==> config.mk <==
export PLATFORM = sky130hd
export DESIGN_NAME = bram_stream_loader
export DESIGN_NICKNAME = d
export VERILOG_FILES = /design/src/rtl/bram_pkg.sv /design/src/rtl/wrap_addr_counter.sv /design/src/rtl/bram_stream_loader.sv
export SDC_FILE = /design/constraint.sdc
export NUM_CORES = 1
export LEC_CHECK = 0
export ABC_AREA = 0
export BUFFER_PORTS_ARGS = -buffer_cell sky130_fd_sc_hd__clkbuf_2
export CAP_MARGIN = 20
export CELL_PAD_IN_SITES_DETAIL_PLACEMENT = 0
export CELL_PAD_IN_SITES_GLOBAL_PLACEMENT = 1
export CORE_MARGIN = 2
export CORE_UTILIZATION = 39
export CTS_BUF_LIST = sky130_fd_sc_hd__clkbuf_2 sky130_fd_sc_hd__clkbuf_4 sky130_fd_sc_hd__clkbuf_8
export DETAILED_ROUTE_END_ITERATION = 8
export GPL_TIMING_DRIVEN = 0
export HOLD_SLACK_MARGIN = 0.12
export PLACE_DENSITY_LB_ADDON = 0.08
export SLEW_MARGIN = 20
export SYNTH_ARGS = -nofsm -noshare
export SYNTH_HDL_FRONTEND = slang
export SYNTH_SLANG_ARGS = --single-unit
==> constraint.sdc <==
create_clock -name clk -period 6.85 [get_ports clk]
set_input_delay 0.3425 -clock clk [delete_from_list [all_inputs] [get_ports clk]]
set_output_delay 0.3425 -clock clk [all_outputs]
set_load 0.01 [all_outputs]
==> src/rtl/bram_pkg.sv <==
// Shared BRAM geometry defaults and the fill/read FSM state encoding.
// Used by both the stream loader and the read-side controller.
package bram_pkg;
  localparam int BRAM_DWIDTH   = 8;
  localparam int BRAM_AWIDTH   = 12;
  localparam int BRAM_MEM_SIZE = 3840;

  localparam logic [1:0] S_IDLE  = 2'd0;
  localparam logic [1:0] S_FILL  = 2'd1;
  localparam logic [1:0] S_DRAIN = 2'd2;
  localparam logic [1:0] S_DONE  = 2'd3;
endpackage

==> src/rtl/wrap_addr_counter.sv <==
// Loadable BRAM address counter that wraps at MEM_SIZE (not a power of two).
// Load/increment take effect at the next clock; no backpressure of its own.
module wrap_addr_counter import bram_pkg::*; #(
  parameter int AWIDTH   = BRAM_AWIDTH,
  parameter int MEM_SIZE = BRAM_MEM_SIZE
) (
  input  logic              clk,
  input  logic              rst_n,
  input  logic              i_load,
  input  logic [AWIDTH-1:0] i_load_val,
  input  logic              i_inc,
  output logic [AWIDTH-1:0] o_addr
);
  localparam logic [AWIDTH:0] LP_SIZE = (AWIDTH+1)'(MEM_SIZE);

  logic [AWIDTH-1:0] r_addr;
  logic [AWIDTH:0]   w_sum;
  logic [AWIDTH:0]   w_wrapped;

  // One extra bit so the compare-and-subtract sees the carry past MEM_SIZE-1.
  assign w_sum     = {1'b0, r_addr} + (AWIDTH+1)'(1);
  assign w_wrapped = (w_sum >= LP_SIZE) ? (w_sum - LP_SIZE) : w_sum;

  always_ff @(posedge clk or negedge rst_n) begin
    if (!rst_n) begin
      r_addr <= '0;
    end else if (i_load) begin
      r_addr <= i_load_val;
    end else if (i_inc) begin
      r_addr <= w_wrapped[AWIDTH-1:0];
    end
  end

  assign o_addr = r_addr;
endmodule

==> src/rtl/bram_stream_loader.sv <==
// Writes a valid/ready byte stream sequentially into a BRAM port from a base address, wrapping at MEM_SIZE.
// Beat in cycle k hits the BRAM in k+1, done in k+2 after the last beat; s_ready only in FILL, stalls on s_valid low.
module bram_stream_loader import bram_pkg::*; #(
  parameter int DWIDTH   = BRAM_DWIDTH,
  parameter int AWIDTH   = BRAM_AWIDTH,
  parameter int MEM_SIZE = BRAM_MEM_SIZE
) (
  input  logic              clk,
  input  logic              rst_n,
  input  logic              start,
  input  logic [AWIDTH-1:0] base_addr,
  input  logic [AWIDTH:0]   length,
  output logic              busy,
  output logic              done,
  output logic              err,
  input  logic              s_valid,
  output logic              s_ready,
  input  logic [DWIDTH-1:0] s_data,
  input  logic              s_last,
  output logic [AWIDTH-1:0] mem_addr,
  output logic              mem_ce,
  output logic              mem_we,
  output logic [DWIDTH-1:0] mem_d
);
  logic [1:0]        r_state;
  logic [AWIDTH:0]   r_count;
  logic [AWIDTH:0]   r_len;
  logic              r_err;
  logic              r_mem_ce;
  logic [AWIDTH-1:0] r_mem_addr;
  logic [DWIDTH-1:0] r_mem_d;

  logic              w_start_acc;
  logic              w_beat;
  logic              w_final;
  logic [AWIDTH:0]   w_count_inc;
  logic [AWIDTH-1:0] w_addr;

  assign w_start_acc = (r_state == S_IDLE) && start;
  assign w_beat      = (r_state == S_FILL) && s_valid;
  assign w_count_inc = r_count + (AWIDTH+1)'(1);
  assign w_final     = (w_count_inc == r_len);

  wrap_addr_counter #(
    .AWIDTH   (AWIDTH),
    .MEM_SIZE (MEM_SIZE)
  ) u_addr (
    .clk        (clk),
    .rst_n      (rst_n),
    .i_load     (w_start_acc),
    .i_load_val (base_addr),
    .i_inc      (w_beat),
    .o_addr     (w_addr)
  );

  always_ff @(posedge clk or negedge rst_n) begin
    if (!rst_n) begin
      r_state    <= S_IDLE;
      r_count    <= '0;
      r_len      <= '0;
      r_err      <= 1'b0;
      r_mem_ce   <= 1'b0;
      r_mem_addr <= '0;
      r_mem_d    <= '0;
    end else begin
      r_mem_ce <= w_beat;
      if (w_beat) begin
        r_mem_addr <= w_addr;
        r_mem_d    <= s_data;
        r_count    <= w_count_inc;
      end
      case (r_state)
        S_IDLE: begin
          if (start) begin
            r_len   <= length;
            r_count <= '0;
            r_err   <= 1'b0;
            r_state <= (length == '0) ? S_DONE : S_FILL;
          end
        end
        S_FILL: begin
          // Either the count ends the frame or s_last does; disagreement is a framing error.
          if (w_beat && (w_final || s_last)) begin
            r_state <= S_DRAIN;
            if (w_final ^ s_last) r_err <= 1'b1;
          end
        end
        S_DRAIN: r_state <= S_DONE;
        S_DONE:  r_state <= S_IDLE;
        default: r_state <= S_IDLE;
      endcase
    end
  end

  assign busy     = (r_state != S_IDLE);
  assign done     = (r_state == S_DONE);
  assign s_ready  = (r_state == S_FILL);
  assign err      = r_err;
  assign mem_ce   = r_mem_ce;
  assign mem_we   = r_mem_ce;
  assign mem_addr = r_mem_addr;
  assign mem_d    = r_mem_d;
endmodule

== Word level (Yosys, flattened, before mapping) ==
Cells that the tools add are included.

* Output and inout bits: 26
* Memories: 0
* Memory bits (read-only): 0
* Register bits: 62
* Bits in latches: 0
* Bits in writable memories: 0

* Reduce and logical (&&, ||, !) cells: 12
* Equal/unequal tests: 7
* Shift-type cells: 0
* $lt $le $gt $ge: 1
* Multipliers: 0
* Mux-type cells: 14
* Add/subtract/negate cells: 3
* Div/mod/pow operators: 0
* Bitwise gates (word level): 1

{| class="wikitable"
|+ Operators with widths
! cell !! number
|-
| 13-bit two-way mux || 3
|-
| 12-bit two-way mux || 3
|-
| 12-bit by 1-bit adder with 13-bit output (second input constant) || 1
|-
| 13-bit by 1-bit adder with 13-bit output (second input constant) || 1
|-
| 13-bit equality test || 1
|-
| 13-bit by 12-bit greater-or-equal comparator with 1-bit output (second input constant) || 1
|-
| 13-bit zero test || 1
|-
| 12-bit subtractor (second input constant) || 1
|-
| 2-bit one-hot mux with 4 select lines || 1
|-
| 2-bit two-way mux || 3
|-
| 2-bit nonzero test || 3
|-
| 2-bit equality test (second input constant) || 2
|-
| 2-bit by 1-bit inequality test with 1-bit output (second input constant) || 2
|-
| 2-bit AND reduction || 2
|-
| 4-bit AND reduction || 1
|-
| 1-bit logical AND || 3
|-
| 1-bit two-way mux || 3
|-
| 2-bit by 1-bit equality test with 1-bit output (second input constant) || 1
|-
| 2-bit zero test || 1
|-
| 2-bit inequality test (second input constant) || 1
|-
| 1-bit one-hot mux with 2 select lines || 1
|-
| 1-bit logical OR || 1
|-
| 1-bit XOR || 1
|}

== Logic depth before layout (Yosys ltp) ==
* Word-level depth: 6
* Mapped depth: 12
* Depth with buffers taken out: 12

== Hierarchy ==
Synthesis repeated with hierarchy kept, for this count alone.

* Cell total of the unflattened synthesis: 366
* Area total of the unflattened synthesis: 3499.6 µm²

{| class="wikitable"
|+ By module, submodules not included
! module !! area each (µm²) !! seq. area each (µm²) !! times used !! cells an instance
|-
| bram_stream_loader || 2537.4 || 1251.2 || 1 || 253
|-
| wrap_addr_counter || 962.2 || 300.3 || 1 || 113
|}

== Worst setup path after synthesis ==
No wires, ideal clock.

* Path type: register to register
* From: reg u_addr.r_addr[0] (netlist: u_addr.o_addr[0])
* To: reg u_addr.r_addr[10] (netlist: u_addr.o_addr[10])
* Setup time: 0.127 ns
* Data arrival time: 2.417 ns
* Clock period less this slack: 2.544 ns
* Cell stages (with the launch flop): 13
* Setup slack: 4.306 ns
* Data required time: 6.723 ns
* Cell sequence: dfrtp_1 ha_1 buf_2 nand2_1 nor3_1 xnor2_1 ha_1 nand3_1 or4_4 nand3b_4 o221ai_2 xnor2_1 o21ai_1

* Longest elaborated chain between the ends: 5
* Elaborated cells between the ends (all ways): 6
* Classes of those cells: 2 x add/sub; 1 x order compare; 3 x mux

{| class="wikitable"
|+ Ends and longest elaborated chain
! what !! line !! RTL
|-
| start: declaration || wrap_addr_counter.sv:16 || <nowiki>logic [AWIDTH-1:0] r_addr;</nowiki>
|-
| start signal: assignment || wrap_addr_counter.sv:28 || <nowiki>r_addr <= i_load_val;</nowiki>
|-
| start signal: assignment || wrap_addr_counter.sv:30 || <nowiki>r_addr <= w_wrapped[AWIDTH-1:0];</nowiki>
|-
| 12-bit by 1-bit adder with 13-bit output (*) || wrap_addr_counter.sv:21 || <nowiki>assign w_sum = {1'b0, r_addr} + (AWIDTH+1)'(1);</nowiki>
|-
| 12-bit subtractor or 13-bit by 12-bit greater-or-equal comparator with 1-bit output (tied branches) || wrap_addr_counter.sv:22 || <nowiki>assign w_wrapped = (w_sum >= LP_SIZE) ? (w_sum - LP_SIZE) : w_sum;</nowiki>
|-
| 12-bit two-way mux (*) || wrap_addr_counter.sv:22 ||
|-
| 12-bit two-way mux (*) || wrap_addr_counter.sv:29 || <nowiki>end else if (i_inc) begin</nowiki>
|-
| 12-bit two-way mux (*) || wrap_addr_counter.sv:27 || <nowiki>end else if (i_load) begin</nowiki>
|}

Every way passes the cells marked *; elsewhere a longest branch is shown, timed or not. The select of a mux whose other input is x is not followed.
A chain may end at the register's enable or synchronous reset.

== Worst setup path after layout ==
Same ends and word-level chain as after synthesis.

==> impl_metrics.json <==
{
  "setup_tns_ps": 0,
  "outcome": "finished, final reports clean",
  "nets": 525,
  "nFillCells": 892,
  "cts_root_buf": "clkbuf_8",
  "clockBufferDepth": 2,
  "crit_path_end_kind": "flop",
  "max_slew_margin_pct": 61.17,
  "synth_top_area_share_pct": 44.80,
  "cts_tree": "done",
  "antenna_found_initial": 0,
  "hold_viol": 0,
  "cts.clk_slew.worst_paths_ps": 70,
  "finClkSkew_ps": 10.40,
  "ant_nets": 0,
  "firstDrtPassIters": 4,
  "drive_gt1_share_pct": 19.67,
  "critPathKind": "flop to flop",
  "min_path_cells": 3,
  "grt_max_degree": 45,
  "fmax_ghz": 0.3322,
  "cts.sinks": 62,
  "cp_data_arrival_time_ps": 3230,
  "avgViaCountPerCell": 5.091,
  "r2r_setup_slack_ps": 3840,
  "gp_congestion": 0.8079,
  "holdWs_ps": 189.2,
  "critPathLaunchType": "flop",
  "start_util_pct": 39.91,
  "grt-ovfl-total": 0,
  "rows": 34,
  "finalCritPeriodShare_pct": 43.95,
  "seq_area_frac_synth_pct": 44.80,
  "max-cap-violations": 0,
  "drc": 0,
  "grt_pass1_vias": 2857,
  "portBuffers": 63,
  "core_area_sq_mm": 0.008678,
  "rsz0062_at_grt": "false",
  "synth-edff-count": 0,
  "syn_area_per_cell_sq_um": 8.615,
  "reg2reg_to": "u_addr.o_addr[10]",
  "syn_area_sq_mm": 0.003463,
  "dp.cells": 574,
  "hp-class": "input port to flop",
  "ir_drop_v": 0.0001867,
  "async_flop_share_pct": 100.0,
  "final-setup-viol-count": 0,
  "worst_pin_slew_ps": 582.5,
  "vias": 3009,
  "num_io_pins": 64,
  "hold_start": "s_data[4]",
  "post-cts-setup-buffers": 0,
  "wirelength_microns": 8493,
  "dp_slack_ps": 3878,
  "rr_worst_depth": 12,
  "pwr_density_cell_mw_per_mm2": 383.5,
  "syn_nets": 449,
  "r2r-start": "u_addr.o_addr[0]",
  "n_antenna_cell": 0,
  "ys_top_cells_by_area": "dfrtp_1 (45%), nand2_1 (14%), xor2_1 (4.8%)",
  "fp.dieH_microns": 98.24,
  "dp_hpwl_microns": 6161,
  "fin_crit_ps": 3010,
  "synthCells": 402,
  "grt_usage_pct": 19.00,
  "instances_no_fill": 591,
  "critPathRequiredTime_ps": 7070,
  "synth-warning-count": 0,
  "clock_latency_ps": 340,
  "drtIter0Drc": 194,
  "yosysTopAreaCell": "dfrtp_1",
  "crit_start": "u_addr.o_addr[0]",
  "cts.repair.resized": 0,
  "area_growth_pct": 19.62,
  "yosys_most_used_dff": "dfrtp_1",
  "cts_buffers": 9,
  "grt_pass1_wl_microns": 14510,
  "hold_path_end": "mem_d[4]",
  "design_area_sq_mm": 0.004143,
  "h-tree-depth": 3,
  "dpl_cell_area_sq_mm": 0.003944,
  "ys_seq_elements": 62,
  "slew_viol_final": 0,
  "p_leak_nw": 2.014,
  "holdBufCountCts": 1,
  "path_max_fanout": 9,
  "wl_per_cell_microns": 14.37,
  "die_area_sq_mm": 0.009650,
  "die_w_microns": 98.24,
  "synth_cell_types": 51,
  "timing.final.ws_setup_ps": 3840
}
cells in the final DEF, fill, tap and decap left out, drive strengths merged, types with 2 or more instances in the layout:
cell     netlist  routed
o2111ai        2       2
a31oi          4       4
buf            5       6
nor2          27      27
or4            5       5
a211oi         2       2
ha             9       9
nor3           8       8
clkbuf        16      90
o21ai         17      17
and3           2       2
mux2i          2       2
xnor2         16      16
nand2        131     131
nand3         14      14
a22oi          3       3
a21oi         11      11
nand4          6       6
nand2b         3       3
inv            6       6
nand3b         3       3
and2           2       2
dfrtp         62      62
o31ai          3       3
clkinv         0       4
or3            4       4
nor4           6       6
xor2          19      19
cell usage after synthesis (all sizes together), types with 5 or more instances:
| master | count |
|---|---|
| o21ai | 17 |
| dfrtp | 62 |
| nand4 | 6 |
| a21oi | 11 |
| nand2 | 131 |
| nor4 | 6 |
| buf | 5 |
| nor2 | 27 |
| nand3 | 14 |
| nor3 | 8 |
| inv | 6 |
| ha | 9 |
| or4 | 5 |
| xnor2 | 16 |
| xor2 | 19 |
| clkbuf | 16 |
critical path, cell delays in order, from the launching register on:
cell	delay, ps
dfrtp_1	500
ha_1	190
buf_2	190
nand2_1	170
nor3_1	280
xnor2_1	200
ha_1	250
nand3_1	120
or4_4	540
nand3b_4	110
o221ai_2	110
xnor2_1	160
o21ai_1	80
registers in the layout, indices dropped and copies added (netlist names):
name           flops
err                1
mem_addr          12
mem_ce             1
mem_d              8
r_count           13
r_len             13
r_state            2
u_addr.o_addr     12
report_power, final:
part / total [W] / switching, W / internal (W)
clock: 0.000316 / 0.000142 / 0.000174
sequential: 0.000623 / 0.000118 / 0.000504
combinational: 0.000650 / 0.000383 / 0.000267
total: 0.00159 / 0.000644 / 0.000945
layer usage:
| layer | global-route usage (%) | routed length, microns |
|---|---|---|
| met3 | 3.436 | 463 |
| met5 | 0 | 0 |
| met4 | 7.587 | 80 |
| met2 | 25.71 | 3469 |
| met1 | 29.70 | 4481 |
area by class of cell:
class	instances	area (sq um)	area share, %
Clock inverter	5	50.05	1.208
Buffer	21	107.6	2.597
Timing Repair Buffer	65	355.3	8.577
Tap cell	108	135.1	3.262
Clock buffer	11	138.9	3.352
Multi-Input combinational cell	313	1782	43.01
Sequential cell	62	1551	37.45
Inverter	6	22.52	0.5436
worst max path at each step:
stage,depth (start not counted),end,slack [ps]
floorplan,12,u_addr.o_addr[10],4310
global placement,12,u_addr.o_addr[10],3910
detailed placement,12,u_addr.o_addr[10],3880
CTS,12,u_addr.o_addr[10],3850
global route,12,u_addr.o_addr[10],3670
finish,12,u_addr.o_addr[10],3840
logic make-up (layout without fill, tap and decap cells):
family / after synthesis / after routing / synth area share (%)
AO/OA/AOI/OAI: 51 / 51 / 9.899
XOR/XNOR: 35 / 35 / 8.851
adder cells (fa/ha/maj): 9 / 9 / 3.252
buffers and inverters: 27 / 108 / 3.757
flip-flops: 62 / 62 / 44.80
multiplexers: 2 / 2 / 0.5781
AND/OR/NAND/NOR: 216 / 216 / 28.87
per-stage QoR:
stage          util [%]  power, W
3_5_place_dp      45.44  0.001285
6_report          47.74  0.001589
2_1_floorplan         -  0.001063
5_1_grt           47.74  0.001731
3_3_place_gp      45.10  0.001266
4_1_cts           47.74  0.001607
Power figures use the tool's default switching activity.
